## src/rtl/instr_fetch_unit.sv

```systemverilog
// Instruction fetch front end for the 9-bit CPU.
// Owns the program counter and issues reads to a 1-cycle synchronous ROM.
// Returned words go into a 2-entry queue, which feeds decode over valid/ready.
// Redirects flush the queue and restart fetch at a new PC; halt parks the unit.
module instr_fetch_unit #(
   parameter int              PC_W     = 10,
   parameter logic [PC_W-1:0] START_PC = '0,
   parameter int              DEPTH    = 2
) (
   input  logic            clk,
   input  logic            reset,
   input  logic            start,
   output logic            imem_en,
   output logic [PC_W-1:0] imem_addr,
   input  logic [8:0]      imem_rdata,
   input  logic            redirect_en,
   input  logic [PC_W-1:0] redirect_pc,
   input  logic            halt_req,
   output logic            instr_valid,
   input  logic            instr_ready,
   output logic [8:0]      instr,
   output logic [4:0]      instr_op,
   output logic [3:0]      instr_arg,
   output logic [PC_W-1:0] instr_pc,
   output logic            busy,
   output logic            done
);

   localparam logic [1:0] IDLE = 2'd0;
   localparam logic [1:0] RUN  = 2'd1;
   localparam logic [1:0] HALT = 2'd2;

   logic [1:0]      state;
   logic [PC_W-1:0] pc_q;
   logic [1:0]      count;
   logic            inflight;
   logic [PC_W-1:0] inflight_pc;
   logic [8:0]      q0_word, q1_word;
   logic [PC_W-1:0] q0_pc, q1_pc;

   logic            run, pop, flow, issue, push, pop_q, slot_hi;
   logic [2:0]      occ;

   assign run   = (state == RUN);
   assign pop   = instr_valid & instr_ready;
   // Normal fetch flow: redirect and halt both pre-empt issue, push and pop.
   assign flow  = run & ~redirect_en & ~halt_req;
   // Occupancy projected to the end of this cycle, counting the word still in the ROM.
   assign occ   = {1'b0, count} - {2'b0, pop} + {2'b0, inflight};
   assign issue = flow & (occ < 3'(DEPTH));
   assign push  = flow & inflight;
   assign pop_q = flow & pop;
   // A push lands in the upper slot when one entry survives this cycle's pop.
   assign slot_hi = (count == 2'd2) | ((count == 2'd1) & ~pop_q);

   assign imem_en     = issue;
   assign imem_addr   = pc_q;
   assign instr_valid = (count != 2'd0);
   assign instr       = instr_valid ? q0_word : 9'd0;
   assign instr_pc    = instr_valid ? q0_pc : '0;
   assign instr_op    = instr[8:4];
   assign instr_arg   = instr[3:0];
   assign busy        = run;
   assign done        = (state == HALT);

   // Control state: FSM, program counter, queue occupancy and in-flight flag.
   always_ff @(posedge clk or posedge reset) begin
      if (reset) begin
         state    <= IDLE;
         pc_q     <= START_PC;
         count    <= 2'd0;
         inflight <= 1'b0;
      end else begin
         case (state)
            RUN: begin
               if (halt_req) begin
                  state    <= HALT;
                  count    <= 2'd0;
                  inflight <= 1'b0;
               end else if (redirect_en) begin
                  pc_q     <= redirect_pc;
                  count    <= 2'd0;
                  inflight <= 1'b0;
               end else begin
                  count    <= count - {1'b0, pop_q} + {1'b0, push};
                  inflight <= issue;
                  if (issue) begin
                     pc_q <= pc_q + PC_W'(1);
                  end
               end
            end
            default: begin
               if (start) begin
                  state    <= RUN;
                  pc_q     <= START_PC;
                  count    <= 2'd0;
                  inflight <= 1'b0;
               end
            end
         endcase
      end
   end

   // Queue payload and in-flight address; validity is carried by count/inflight.
   always_ff @(posedge clk) begin
      if (pop_q) begin
         q0_word <= q1_word;
         q0_pc   <= q1_pc;
      end
      if (push) begin
         if (slot_hi) begin
            q1_word <= imem_rdata;
            q1_pc   <= inflight_pc;
         end else begin
            q0_word <= imem_rdata;
            q0_pc   <= inflight_pc;
         end
      end
      if (issue) begin
         inflight_pc <= pc_q;
      end
   end

endmodule

```

## config.mk

```make
export PLATFORM = sky130hd
export DESIGN_NAME = instr_fetch_unit
export DESIGN_NICKNAME = d
export VERILOG_FILES = /design/src/rtl/instr_fetch_unit.sv
export SDC_FILE = /design/constraint.sdc
export NUM_CORES = 1
export LEC_CHECK = 0
export BUFFER_PORTS_ARGS = -buffer_cell sky130_fd_sc_hd__buf_2
export CAP_MARGIN = 20
export CORE_MARGIN = 2
export CORE_UTILIZATION = 53
export CTS_CLUSTER_DIAMETER = 150
export DETAILED_ROUTE_END_ITERATION = 10
export PLACE_DENSITY = 0.8
export SKIP_CTS_REPAIR_TIMING = 1
export SYNTH_ARGS = -nofsm -noshare
export SYNTH_HDL_FRONTEND = slang
export SYNTH_SLANG_ARGS = --single-unit
```

## constraint.sdc

```tcl
create_clock -name clk -period 4.1 [get_ports clk]
set_input_delay 0 -clock clk [delete_from_list [all_inputs] [get_ports clk]]
set_output_delay 0 -clock clk [all_outputs]
set_load 0.02 [all_outputs]
```

==> run metrics, run 1 <==
crit-path max FO 22; Critical Path Max Stage Delay 0.49 ns; Slew Limit Fails 0; status complete, but fails checks; f_max 267 MHz; synthesis-to-layout area growth 23.0%; Leakage Power between 0.0015 and 0.002 uW; Slowest-stage cell, CP or2_1; critical-path cell list or2_1 -> and2_1 -> ha_1 -> nand2b_1 -> fa_1 -> xor2_1 -> nor2_1 -> nand2_1 -> inv_1 -> buf_2; Area contributors post-synth edfxtp_1, dfxtp_1, dfrtp_1; Fin Clk Skew between 0.007 and 0.008 ns; gp weighted congestion 0.883; WP data required approximately 4.1 ns; DRC viols 0; FFs w/ async S/R, synth 23.8%; final setup violation count 0; highest-count cells in the layout ignoring fill and taps buf_2, edfxtp_1, nor2_1, a21oi_1, and2_1; antenna violations before repair 0; synthesis warning total 0; Post-synth EDFFs 29; Design Area, Final 3610 um^2; area of the multi-input gates 1110 um^2; Die Y between 70 and 80 um; Num CTS Buffers 9; Worst Max-Slew Pin Slew between 0.9 and 1 ns; routed len/inst 13.7 um; Cells after Synth 265; Syn Area/Cell 11.1 um^2; Core ar. 5440 um^2; TNS Setup 0 ns; clock slew at reported path FFs 0.07 ns; worst hold path depth 3; CTS tree built; port bufs 66; HP Class in -> reg; Main synth FF type edfxtp_1; violated checks hold timing; root buffer cell clkbuf_8; vias in the first global route 2,055; sequential element share of the synthesized area 55.5%; reg2reg end imem_addr[8]$_DFFE_PP0P_; WP depth 10; grt ovf 0; fin crit share 91.5%; most common cell after layout, fill and taps aside buf_2; crit path kind reg -> out; Die ar. 6140 um^2; drt via density 5.24; routed vias between 2k and 2.5k; DRT antenna net count 0; power density cells 557 nW/um^2; CP top delay family simple AND/OR/NAND/NOR gates; flip-flop and latch area roughly 1600 um^2; path depth of the worst reg2reg path 11; I/O pin total 67; MaxCap Viol Count 0; Hold Path End imem_addr[1]$_DFFE_PP0P_; mapped cell area just under 3000 um^2; post-synthesis register bit count 63; Initial Util about 54%; CTS Buffer Depth 2; final critical-path required period 3.75 ns; Nets 368; worst vdd ir roughly 370 uV; first-pass GRT wire length 9130 um; worst hold path startpoint redirect_pc[1]; number of library cell types mapped by synthesis 42; crit path DAT 3.75 ns; DRT Wirelength around 5700 um; gr usage total 19.2%; Post-Syn Nets 295; CTS H-tree lvls 3; clk sinks 63; DR pass1 iterations 4; final hold vios 3; largest net degree at the start of global routing 39; Reg2Reg Launch Point count[1]$_DFFE_PP0P_; CP bufs+invs 2; DR iter-0 viols 116; n_diodes 0; DP HPWL between 3000 and 4000 um; endpoint class of the critical path output pin; Worst slew margin 34.5%; share of post-route cells with drive strength above 1 25.4%; worst skew pair latency ~0.33 ns; most area-hungry cell type in the Yosys netlist edfxtp_1; area post-placement 3230 um^2; final hold slack -0.0271 ns; Worst setup SP type flop; R2R setup slack 0.57 ns; DIE WIDTH approximately 78 um; Site Rows 27; share of the synthesized area in the top cell type 29.7%; layout filler cell count 434; unrepaired setup endpoints after global routing no
-- per-stage QoR --
| stage | utilization (%) | instances | hold WS (ns) | setup slack, ns | power [uW] |
|---|---|---|---|---|---|
| after CTS | 63.5 | 400 | -0.268 | 0.314 | 2010 |
| final | 66.3 | 415 | -0.0271 | 0.349 | 2010 |
| after floorplan | - | 265 | -0.0985 | 0.760 | 1240 |
| after detailed placement | 59.3 | 384 | 0.0930 | 0.562 | 1380 |
| after global routing | 66.3 | 415 | 0.00990 | 0.100 | 2120 |
| after global placement | 59.3 | 384 | 0.0948 | 0.647 | 1360 |
-- routing by layer --
metal | global-route usage, % | up-vias | routed length [um]
met3 | 5.86 | 10 | 376
met1 | 22.9 | 993 | 2580
met4 | 9.12 | 0 | 92
met2 | 31.6 | 88 | 2630
li1 | - | 1083 | -
met5 | 0 | - | 0
-- power breakdown --
part           internal, uW  switching [uW]
Combinational           194             239
Clock                   404             225
Sequential              826             120
Total                  1420             584
-- synthesized netlist by cell type, types with 3 or more instances --
cell	instances
dfxtp_1	19
buf_4	10
mux2i_1	20
a22oi_1	7
nor2_1	28
nand2b_1	4
and2_1	21
ha_1	4
a21oi_1	23
dfrtp_1	15
nand2_1	7
o22ai_1	7
clkbuf_1	7
xnor2_1	3
edfxtp_1	29
nand3_1	9
inv_1	14
nor4_1	3
-- cell families (layout without fill, tap and decap cells) --
group,Yosys count,count (layout),synth area share [%]
xor gates and xnor gates,4,4,1.19
and+or+nand+nor,85,85,15.6
adders and majority gates,5,5,2.39
DFF,63,63,55.5
buffers and inverters,35,113,6.95
muxes,20,20,6.83
AOI/OAI and AO/OA,53,53,11.6
-- tightest hold or removal path: stages --
cell,delay (ns)
buf_2,0.07
mux2i_1,0.06
o2bb2ai_1,0.14
-- final cells by class --
type	instances	area share (%)
clock buffer	12	3.75
tap	72	2.50
multi-input combinational	167	30.8
inverter	14	1.46
sequential	63	45.1
clock inverter	4	2.64
timing repair buffer	83	13.7
-- registers in the layout, indices dropped and copies added, names as in the netlist --
signal / flops
imem_addr: 10
inflight_pc: 10
q0_pc: 10
q1_pc: 10
q0_word: 9
q1_word: 9
count: 2
state: 2
inflight: 1
-- worst max path at each step --
stage / slack, ns / endpoint / startpoint
after floorplan: 0.76 / inflight_pc[0]$_DFFE_PP_ / count[1]$_DFFE_PP0P_
after global placement: 0.65 / imem_addr[8]$_DFFE_PP0P_ / count[1]$_DFFE_PP0P_
after detailed placement: 0.56 / imem_addr[8]$_DFFE_PP0P_ / count[1]$_DFFE_PP0P_
after CTS: 0.31 / imem_en / count[1]$_DFFE_PP0P_
after global routing: 0.10 / imem_en / count[1]$_DFFE_PP0P_
final: 0.35 / imem_en / count[1]$_DFFE_PP0P_
No activity file was read; power rests on OpenSTA's default activity.
==> inputs of run 2 (changes only) <==
--- a/config.mk
+++ b/config.mk
@@ -5,10 +5,11 @@
 export SDC_FILE = /design/constraint.sdc
 export NUM_CORES = 1
 export LEC_CHECK = 0
+export ABC_AREA = 1
 export BUFFER_PORTS_ARGS = -buffer_cell sky130_fd_sc_hd__buf_2
 export CAP_MARGIN = 20
 export CORE_MARGIN = 2
-export CORE_UTILIZATION = 53
+export CORE_UTILIZATION = 54
 export CTS_CLUSTER_DIAMETER = 150
 export DETAILED_ROUTE_END_ITERATION = 10
 export PLACE_DENSITY = 0.8
==> run metrics, run 2 <==
TNS Setup 0 ns (unchanged); DIE WIDTH 80.4 um (+2.5%); violated checks hold timing; Die Y 80.4 um (+2.5%); layout filler cell count 455 (+4.8%); routed vias 2,507 (+15%); Post-synth EDFFs 29 (unchanged); Core ar. 5570 um^2 (+2.5%); drt via density 5.00 (-4.5%); CTS H-tree lvls 3 (unchanged); worst skew pair latency 0.33 ns (about the same); Cells after Synth 359 (+35%); Initial Util 56.5% (+2.6 points); mapped cell area 3150 um^2 (+7.4%); Leakage Power 0.00183 uW (+16%); DR pass1 iterations 4 (unchanged); clock slew at reported path FFs 0.06 ns (about the same); highest-count cells in the layout ignoring fill and taps nand2_1, buf_2, inv_1, nor2_1, edfxtp_1; I/O pin total 67 (unchanged); port bufs 66 (unchanged); Area contributors post-synth edfxtp_1, dfxtp_1, dfrtp_1; crit-path max FO 11 (-50%); fin crit share 71.2% (-20 points); DRT Wirelength 6100 um (+7.5%); most common cell after layout, fill and taps aside nand2_1; Design Area, Final 3760 um^2 (+4.2%); most area-hungry cell type in the Yosys netlist edfxtp_1; gp weighted congestion 0.908 (+2.7%); unrepaired setup endpoints after global routing no; final setup violation count 0 (unchanged); gr usage total 20.4% (+1.3 points); Fin Clk Skew 0.00868 ns (+0.000860 ns); WP data required 4.10 ns (about the same); DRT antenna net count 0 (unchanged); CTS Buffer Depth 2 (unchanged); final critical-path required period 2.92 ns (-0.831 ns); DP HPWL 4130 um (+11%); area post-placement 3400 um^2 (+5.3%); Syn Area/Cell 8.78 um^2 (-21%); status complete, but fails checks; Die ar. 6460 um^2 (+5.1%); power density cells 581 nW/um^2 (+4.4%); share of the synthesized area in the top cell type 27.6% (-2.1 points); Slowest-stage cell, CP fa_1; Worst setup SP type flop; FFs w/ async S/R, synth 23.8% (unchanged); crit path kind reg -> out; most frequent cell after synthesis nand2_1; Main synth FF type edfxtp_1; largest net degree at the start of global routing 40 (+2.6%); worst vdd ir 371 uV (+0.55%); Post-synth top cells nand2_1, inv_1, edfxtp_1, nor2_1, nand4_1; n_diodes 0 (unchanged); grt ovf 0 (unchanged); post-layout util 67.4% (+1.1 points); post-synthesis register bit count 63 (unchanged); CTS tree built; Post-Syn Nets 389 (+32%); crit path DAT 2.92 ns (-0.83 ns); Critical Path Max Stage Delay 0.49 ns (about the same); Site Rows 27 (unchanged); total power 2180 uW (+8.7%); Slew Limit Fails 0 (unchanged); critical-path cell list nor2_1 -> nor2_1 -> ha_1 -> or2_2 -> fa_1 -> nand3_1 -> inv_1 -> nand2_1 -> inv_1 -> buf_2; vias in the first global route 2,252 (+9.6%); Num CTS Buffers 9 (unchanged); final hold vios 4 (+1); clk sinks 63 (unchanged); antenna violations before repair 0 (unchanged); final hold slack -0.0401 ns (-0.0130 ns); synthesis-to-layout area growth 19.2%; MaxCap Viol Count 0 (unchanged); Nets 454 (+23%); first-pass GRT wire length 10,100 um (+11%); root buffer cell clkbuf_8; DR iter-0 viols 121 (+4.3%); number of library cell types mapped by synthesis 35 (-17%); f_max 343 MHz (+28%); endpoint class of the critical path output pin; synthesis warning total 0 (unchanged); Worst slew margin 46.7% (+12 points); DRC viols 0 (unchanged); share of post-route cells with drive strength above 1 24.7% (-0.66 points); sequential element share of the synthesized area 51.6% (-3.8 points); HP Class in -> reg; Worst Max-Slew Pin Slew 0.797 ns (-0.184 ns); routed len/inst 12.2 um (-11%)
## run 2: cell types whose count changed after synthesis, sizes merged, moves of 20 or more
cell	before	now
a21oi	23	2
and2	21	1
inv	14	45
nand2	7	98
nand4	1	22
o21ai	2	35
## run 2: final timing paths
path | startpoint | end | slack (ns) | depth (start not counted)
max | count[1]$_DFFE_PP0P_ | imem_en | 1.18 | 10
min | redirect_pc[4] | imem_addr[4]$_DFFE_PP0P_ | -0.04 | 3
max reg2reg | count[1]$_DFFE_PP0P_ | imem_addr[8]$_DFFE_PP0P_ | 1.33 | 10
min reg2reg | inflight_pc[9]$_DFFE_PP_ | q1_pc[9]$_DFFE_PP_ | 0.46 | 0
max in group asynchronous | reset | imem_addr[4]$_DFFE_PP0P_ | 3.48 | 3
min in group asynchronous | reset | count[0]$_DFFE_PP0P_ | 0.26 | 3
## run 2: cells by family after synthesis
family,synth area share (%)
flip-flops,51.6
XOR/XNOR,1.11
buffers and inverters,11.3
adder cells (fa/ha/maj),2.22
AO/OA/AOI/OAI,7.51
AND/OR/NAND/NOR,25.3
multiplexers,0.953
## run 2: metrics by stage
| step | instances | setup WS [ns] |
|---|---|---|
| after floorplan | 359 | 1.48 |
| after global placement | 471 | 1.48 |
| after detailed placement | 471 | 1.37 |
| after CTS | 487 | 1.17 |
| after global routing | 501 | 1.01 |
| final | 501 | 1.18 |
## run 2: critical path, delay by kind of cell, from the launching register on
family,cells,cell delay [ns]
flip-flops,1,0.47
adder cells (fa/ha/maj),2,0.76
AND/OR/NAND/NOR,5,0.76
buffers and inverters,3,0.61
## run 2: layout make-up
cell class | instances | area [um^2] | area share [%]
flip-flops and latches | 63 | 1630 | 43.3
repair buffers | 81 | 483 | 12.9
well taps | 72 | 90.1 | 2.40
multi-input cells | 224 | 1170 | 31.2
inverters | 45 | 169 | 4.50
clock inverters | 4 | 70.1 | 1.87
clock buffers | 12 | 145 | 3.86
## run 2: power breakdown
group / total [uW] / internal (uW) / switching (uW)
combinational: 627 / 239 / 388
clock: 581 / 357 / 224
sequential: 975 / 848 / 127
## run 2: layer usage
metal	global-route usage (%)	up-vias	part of all wire [%]
met2	33.4	70	48
met4	11.5	0	2.0
li1	-	1286	-
met5	0	-	0
met3	3.48	13	5.0
met1	25.6	1138	45
